File: src/rtl/tile_draw_scheduler_if.sv
// Bundles the lookup-side and command-engine-side signals of the tile draw scheduler.
// Latency: n/a (wiring only).
// Backpressure: draw_req is held until a cmd_done pulse completes the command.
interface tile_draw_scheduler_if;
  // Object flags for the cell currently presented on (x, y)
  logic       snakeHead;
  logic       snakeBody;
  logic       apple;
  logic       border;
  logic       GameOver;
  // Command engine handshake
  logic       cmd_done;
  logic       draw_req;
  logic [3:0] draw_x;
  logic [3:0] draw_y;
  logic [2:0] draw_code;
  // Scan position and status
  logic [3:0] x;
  logic [3:0] y;
  logic [2:0] obj_code;
  logic       init_cycle;
  logic       frame_done;

  // Scheduler side
  modport master (
    input  snakeHead, snakeBody, apple, border, GameOver, cmd_done,
    output x, y, obj_code, draw_req, draw_x, draw_y, draw_code, init_cycle, frame_done
  );

  // Lookup logic / command engine side
  modport slave (
    output snakeHead, snakeBody, apple, border, GameOver, cmd_done,
    input  x, y, obj_code, draw_req, draw_x, draw_y, draw_code, init_cycle, frame_done
  );
endinterface

File: src/rtl/tile_draw_scheduler.sv
// Scans the playfield one cell per cycle and issues a draw for every cell whose code differs from the on-screen shadow.
// Latency: draw_req rises the edge after the mismatching SCAN cycle; an unchanged cell costs one cycle.
// Backpressure: scanning stalls in WAIT with the command held stable until cmd_done.
module tile_draw_scheduler #(
  parameter int GRID_W    = 16,
  parameter int GRID_H    = 12,
  parameter int FRAME_GAP = 0
) (
  input  logic              clk,
  input  logic              nrst,
  tile_draw_scheduler_if.master bus
);

  localparam int CELLS   = GRID_W * GRID_H;
  localparam int AW      = $clog2(CELLS);
  // The gap state always lasts at least one cycle so frame_done has a home.
  localparam int GAP_LEN = (FRAME_GAP > 0) ? FRAME_GAP : 1;
  localparam int GW      = $clog2(GAP_LEN) + 1;

  typedef enum logic [1:0] {S_RESET, S_SCAN, S_WAIT, S_GAP} state_t;

  state_t         state, state_nxt;
  logic [3:0]     x_q, y_q;
  logic [3:0]     dx_q, dy_q;
  logic [2:0]     dcode_q;
  logic           force_q;
  logic           pending_q;
  logic           go_q;
  logic [GW-1:0]  gap_cnt;
  logic [2:0]     shadow [CELLS];

  logic [2:0]     obj_code;
  logic [2:0]     shadow_rd;
  logic [AW-1:0]  rd_idx;
  logic [AW-1:0]  wr_idx;
  logic           last_cell;
  logic           need_draw;
  logic           gap_done;
  logic           advance;
  logic           enter_gap;
  logic           go_rise;

  assign rd_idx    = AW'(32'(y_q) * 32'(GRID_W) + 32'(x_q));
  assign wr_idx    = AW'(32'(dy_q) * 32'(GRID_W) + 32'(dx_q));
  assign shadow_rd = shadow[rd_idx];
  assign last_cell = (x_q == 4'(GRID_W - 1)) && (y_q == 4'(GRID_H - 1));
  assign need_draw = force_q || (obj_code != shadow_rd);
  assign gap_done  = (gap_cnt == GW'(GAP_LEN - 1));
  assign advance   = ((state == S_SCAN) && !need_draw) || ((state == S_WAIT) && bus.cmd_done);
  assign enter_gap = (state != S_GAP) && (state_nxt == S_GAP);
  assign go_rise   = bus.GameOver && !go_q;

  // Priority encoder: wall beats head beats body beats apple.
  always_comb begin
    obj_code = 3'b000;
    if (bus.border)         obj_code = 3'b100;
    else if (bus.snakeHead) obj_code = 3'b001;
    else if (bus.snakeBody) obj_code = 3'b010;
    else if (bus.apple)     obj_code = 3'b011;
  end

  // FSM state register; reset parks the machine in RESET.
  always_ff @(posedge clk) begin
    if (!nrst) state <= S_RESET;
    else       state <= state_nxt;
  end

  // FSM next-state logic.
  always_comb begin
    state_nxt = state;
    case (state)
      S_RESET: state_nxt = S_SCAN;
      S_SCAN: begin
        if (need_draw)      state_nxt = S_WAIT;
        else if (last_cell) state_nxt = S_GAP;
      end
      S_WAIT: begin
        if (bus.cmd_done) state_nxt = last_cell ? S_GAP : S_SCAN;
      end
      S_GAP: begin
        if (gap_done) state_nxt = S_SCAN;
      end
      default: state_nxt = S_RESET;
    endcase
  end

  // FSM outputs: the request lives exactly as long as WAIT.
  always_comb begin
    bus.draw_req   = (state == S_WAIT);
    bus.frame_done = (state == S_GAP) && (gap_cnt == '0);
    bus.init_cycle = force_q;
  end

  assign bus.x         = x_q;
  assign bus.y         = y_q;
  assign bus.obj_code  = obj_code;
  assign bus.draw_x    = dx_q;
  assign bus.draw_y    = dy_q;
  assign bus.draw_code = dcode_q;

  // Scan position: x fastest, wrapping to (0,0) after the last cell.
  always_ff @(posedge clk) begin
    if (!nrst) begin
      x_q <= '0;
      y_q <= '0;
    end else if (advance) begin
      if (x_q == 4'(GRID_W - 1)) begin
        x_q <= '0;
        y_q <= last_cell ? 4'd0 : y_q + 4'd1;
      end else begin
        x_q <= x_q + 4'd1;
      end
    end
  end

  // Command latch: captured once on the mismatching SCAN cycle, frozen during WAIT.
  always_ff @(posedge clk) begin
    if (!nrst) begin
      dx_q    <= '0;
      dy_q    <= '0;
      dcode_q <= '0;
    end else if ((state == S_SCAN) && need_draw) begin
      dx_q    <= x_q;
      dy_q    <= y_q;
      dcode_q <= obj_code;
    end
  end

  // Shadow map update on command completion; contents are rebuilt by the forced frame after reset.
  always_ff @(posedge clk) begin
    if (nrst && (state == S_WAIT) && bus.cmd_done) shadow[wr_idx] <= dcode_q;
  end

  // Forced-redraw control: GameOver edges are deferred to the next frame boundary.
  always_ff @(posedge clk) begin
    if (!nrst) begin
      force_q   <= 1'b1;
      pending_q <= 1'b0;
      go_q      <= bus.GameOver;
    end else begin
      go_q <= bus.GameOver;
      if (enter_gap) begin
        force_q   <= pending_q;
        pending_q <= go_rise;
      end else if (go_rise) begin
        pending_q <= 1'b1;
      end
    end
  end

  // Inter-frame gap counter.
  always_ff @(posedge clk) begin
    if (!nrst)                gap_cnt <= '0;
    else if (state == S_GAP)  gap_cnt <= gap_done ? '0 : gap_cnt + GW'(1);
    else                      gap_cnt <= '0;
  end

endmodule

File: src/flat_wrapper.sv
// flat-port wrapper written by rule: the top's interface ports become plain ports
module tile_draw_scheduler_flat 
#(
  parameter int GRID_W    = 16,
  parameter int GRID_H    = 12,
  parameter int FRAME_GAP = 0
)
  (clk, nrst, bus_snakeHead, bus_snakeBody, bus_apple, bus_border, bus_GameOver, bus_cmd_done, bus_x, bus_y, bus_obj_code, bus_draw_req, bus_draw_x, bus_draw_y, bus_draw_code, bus_init_cycle, bus_frame_done);
  tile_draw_scheduler_if bus_i ();
  input  logic clk;
  input  logic nrst;
  input wire logic [$bits(bus_i.snakeHead)-1:0] bus_snakeHead;
  input wire logic [$bits(bus_i.snakeBody)-1:0] bus_snakeBody;
  input wire logic [$bits(bus_i.apple)-1:0] bus_apple;
  input wire logic [$bits(bus_i.border)-1:0] bus_border;
  input wire logic [$bits(bus_i.GameOver)-1:0] bus_GameOver;
  input wire logic [$bits(bus_i.cmd_done)-1:0] bus_cmd_done;
  output wire logic [$bits(bus_i.x)-1:0] bus_x;
  output wire logic [$bits(bus_i.y)-1:0] bus_y;
  output wire logic [$bits(bus_i.obj_code)-1:0] bus_obj_code;
  output wire logic [$bits(bus_i.draw_req)-1:0] bus_draw_req;
  output wire logic [$bits(bus_i.draw_x)-1:0] bus_draw_x;
  output wire logic [$bits(bus_i.draw_y)-1:0] bus_draw_y;
  output wire logic [$bits(bus_i.draw_code)-1:0] bus_draw_code;
  output wire logic [$bits(bus_i.init_cycle)-1:0] bus_init_cycle;
  output wire logic [$bits(bus_i.frame_done)-1:0] bus_frame_done;
  assign bus_i.snakeHead = bus_snakeHead;
  assign bus_i.snakeBody = bus_snakeBody;
  assign bus_i.apple = bus_apple;
  assign bus_i.border = bus_border;
  assign bus_i.GameOver = bus_GameOver;
  assign bus_i.cmd_done = bus_cmd_done;
  assign bus_x = bus_i.x;
  assign bus_y = bus_i.y;
  assign bus_obj_code = bus_i.obj_code;
  assign bus_draw_req = bus_i.draw_req;
  assign bus_draw_x = bus_i.draw_x;
  assign bus_draw_y = bus_i.draw_y;
  assign bus_draw_code = bus_i.draw_code;
  assign bus_init_cycle = bus_i.init_cycle;
  assign bus_frame_done = bus_i.frame_done;
  tile_draw_scheduler #(.GRID_W(GRID_W), .GRID_H(GRID_H), .FRAME_GAP(FRAME_GAP)) u_core (.clk(clk), .nrst(nrst), .bus(bus_i));
endmodule
File: config.mk
export PLATFORM = sky130hd
export DESIGN_NAME = tile_draw_scheduler_flat
export DESIGN_NICKNAME = d
export VERILOG_FILES = /design/src/rtl/tile_draw_scheduler_if.sv /design/src/rtl/tile_draw_scheduler.sv /design/src/flat_wrapper.sv
export SDC_FILE = /design/constraint.sdc
export NUM_CORES = 1
export LEC_CHECK = 0
export CORE_ASPECT_RATIO = 2
export CORE_MARGIN = 2
export CORE_UTILIZATION = 40
export CTS_BUF_LIST = sky130_fd_sc_hd__clkbuf_16
export CTS_CLUSTER_SIZE = 40
export DETAILED_ROUTE_END_ITERATION = 10
export PLACE_DENSITY = 0.57
export SKIP_CTS_REPAIR_TIMING = 1
export SLEW_MARGIN = 20
export SYNTH_ARGS = -nofsm -noshare
export SYNTH_HDL_FRONTEND = slang
export SYNTH_SLANG_ARGS = --single-unit
File: constraint.sdc
create_clock -name clk -period 3.11 [get_ports clk]
set_input_delay 0.622 -clock clk [delete_from_list [all_inputs] [get_ports clk]]
set_output_delay 0.622 -clock clk [all_outputs]
set_load 0.02 [all_outputs]
==> flow_summary.ini <==
[status]
outcome = finished, violations left
violations = setup timing

[cells_and_area]
layout-drive-gt1-share_pct = 26.8
syn_to_final_growth_pct = 18.1
final_common_cell = edfxtp_1
antennaDiodeCount = 0
final_cell_mix = 576 x edfxtp_1, 205 x nor2_1, 182 x buf_4, 103 x mux2i_1, 96 x mux4_2
finish.utilization_pct = 47.8
fin_nets = 1631
fin_cells = 2438

[sta]
slew_violations = 0
setup_tns_ps = -13800
hold_viol = 0
setup_slack_ps = -678
slew-limit-headroom_pct = 31.8
worstMarginPinSlew_ps = 1020
fin_crit_sh_pct = 122
finalWorstPathRequiredPeriod_ps = 3790
setup_viol = 23
rsz0062_at_grt = true
max_freq_mhz = 264
clock_skew_ps = 25.5

[worst_setup_path]
r2r-end = u_core.bus.draw_x[2]$_SDFFE_PN0P_
cp.arrival_ps = 4270
crit_fanout = 6
cp.buffers_inverters = 3
start_kind = flip-flop
rrSetupSlack_ps = -680
crit_end = u_core.bus.draw_x[2]$_SDFFE_PN0P_
rr_startpoint = u_core.bus.x[0]$_SDFFE_PN0N_
setup.worst_path.start = u_core.bus.x[0]$_SDFFE_PN0N_
worst_path_max_delay_cell = or4b_4
cp.depth = 13
crit_required_ps = 3590
critPathMaxStageDelay_ps = 580
crit_chain = buf_12, clkbuf_16, mux4_2, a22oi_2, a31oi_4, a2111o_1, o31ai_4, nor3_2, or4b_4, o31a_1, buf_6, mux2i_1, nor2b_1
path_delay_family = compound AO/OA/AOI/OAI gates
critPathCaptureType = flip-flop
reg2regPathDepth = 13
crit_type = flip-flop to flip-flop

[die]
core_area_sq_um = 60900
ioPinCount = 33
rows = 128
die_x_um = 179
die-height_um = 355
start_util_pct = 40.4
dieArea_sq_um = 63700

[clock_network]
numCtsBuffers = 50
cts.sinks = 601
clock_latency_ps = 610
clk_pin_slew_ps = 70
cts_tree = yes
clk_path_buf_depth = 3
clock-root-buffer = clkbuf_16
htreeDepth = 2

[synthesis]
synth_area_per_cell_sq_um = 17.4
syn-cell-area_sq_um = 24600
ys.warnings.count = 0
synth_seq_cells = 601
synth_sequential_area_ratio_pct = 72.3
synthTopCellsByArea = edfxtp_1 70%, mux4_2 8.5%, mux2i_1 4.3%
yosysTopAreaCellShare_pct = 70.3
ys.flop_type = edfxtp_1
synth_top_area_cell = edfxtp_1
synth_enable_flop_cells = 576
ys_types = 68
syn_nets = 1425
async_flop_share_pct = 0
syn_inst = 1415

[placed_design]
gp_congestion = 0.869
portBuffers = 32
hpwlAfterDp_mm = 47.1
dpl.cell_count = 2337

[detailed_routing]
first_pass_iters = 5
wl_per_cell_um = 28.2
drc = 0
vias_per_cell = 5.59
detail-route-antenna-nets = 0
num_vias = 13629
drt-total-wl_mm = 68.7
drt-initial-drc-count = 1074

[grt]
grt_usage_pct = 21.3
grt_pass1_vias = 14487
grt.overflow.total = 0
grt_pass1_wl_mm = 98.4
grt_max_degree = 137
antenna_found_initial = 0

[pwr]
vdd_ir_drop_max_v = 0.000379
power.density_nw_per_um2 = 554
p_leak_nw = 9.62

[run]
cap_violations = 0

[worst_hold_path]
min_path_type = flip-flop to flip-flop
hold_start = u_core.pending_q$_SDFFE_PN0P_
-- worst min-delay path, cell delays in order (launching register included) --
cell and delay (ps):
dfxtp_1 320, o21ai_2 50, a21boi_1 50
-- state kept, by name, summed over array words and instances (netlist names) --
name	count
u_core.bus.x	4
u_core.gap_cnt	1
u_core.bus.init_cycle	1
u_core.bus.y	4
u_core.bus.draw_y	4
u_core.go_q	1
u_core.state	2
u_core.shadow	576
u_core.bus.draw_code	3
u_core.bus.draw_x	4
u_core.pending_q	1
-- routing by layer --
metal,vias to the layer above,routed length [um],global-route usage (%)
met4,0,3720,10.2
li1,5973,-,-
met1,7129,24200,23.1
met2,378,38300,40.9
met3,149,2480,2.26
met5,-,0,0
-- layout make-up --
| type | instances | area [sq um] |
|---|---|---|
| Timing Repair Buffer | 246 | 2270 |
| Inverter | 6 | 22.5 |
| Tap cell | 780 | 976 |
| Clock buffer | 57 | 1430 |
| Fill cell | 5149 | 31800 |
| Sequential cell | 601 | 17800 |
| Clock inverter | 32 | 199 |
| Multi-Input combinational cell | 716 | 6360 |
-- cell families (layout without fill, tap and decap cells) --
group           count (synthesis)  count (layout)  share of synthesized area [%]
mux                           220             220                           14.3
xor+xnor                        1               1                         0.0356
buf+inv                        98             341                           2.49
simple gates                  348             348                           6.39
other cells                     1               1                         0.0152
flops                         601             601                           72.3
fa+ha+maj                       2               2                          0.102
compound gates                144             144                           4.39
-- per-stage QoR --
stage          hold slack (ps)  setup WS, ps  area [sq um]  total power (W)
2_1_floorplan              454          -291         24600          0.00958
3_3_place_gp               475          -915         27100          0.00994
3_5_place_dp               479          -918         27100          0.00995
4_1_cts                    490          -948         28700           0.0162
5_1_grt                    499          -811         29100           0.0165
6_report                   471          -678         29100           0.0161
-- cells in the mapped netlist (4+ instances only) --
cell      instances
edfxtp_1        576
nor2_1          206
mux2i_1         105
mux4_2           93
clkbuf_1         45
nand2_1          41
nor2b_1          36
dfxtp_1          25
a21oi_1          23
a22oi_1          22
buf_4            16
mux2_2           14
a22o_1           13
buf_2            13
buf_6            13
nand3_1          13
o22ai_1          13
a211oi_1         12
o21ai_0          12
o221ai_1         10
nor3_1            9
mux4_1            8
nand2b_1          7
a31oi_1           6
nand3b_1          6
and2_1            5
and3_1            5
inv_1             5
nor3b_1           4
-- how the worst min path moves through the flow --
stage | slack, ps | endpoint | cells past startpoint
3_3_place_gp | 480 | u_core.pending_q$_SDFFE_PN0P_ | 2
2_1_floorplan | 450 | u_core.pending_q$_SDFFE_PN0P_ | 2
6_report | 470 | u_core.pending_q$_SDFFE_PN0P_ | 2
5_1_grt | 500 | u_core.pending_q$_SDFFE_PN0P_ | 2
4_1_cts | 490 | u_core.pending_q$_SDFFE_PN0P_ | 2
3_5_place_dp | 480 | u_core.pending_q$_SDFFE_PN0P_ | 2
-- power by group --
| group | switching, W | total (W) | internal [W] |
|---|---|---|---|
| Combinational | 0.000514 | 0.000900 | 0.000386 |
| Sequential | 0.0000281 | 0.00892 | 0.00889 |
| Clock | 0.00285 | 0.00629 | 0.00344 |
| Total | 0.00339 | 0.0161 | 0.0127 |
Note: power is estimated with default switching activity, not from simulation.
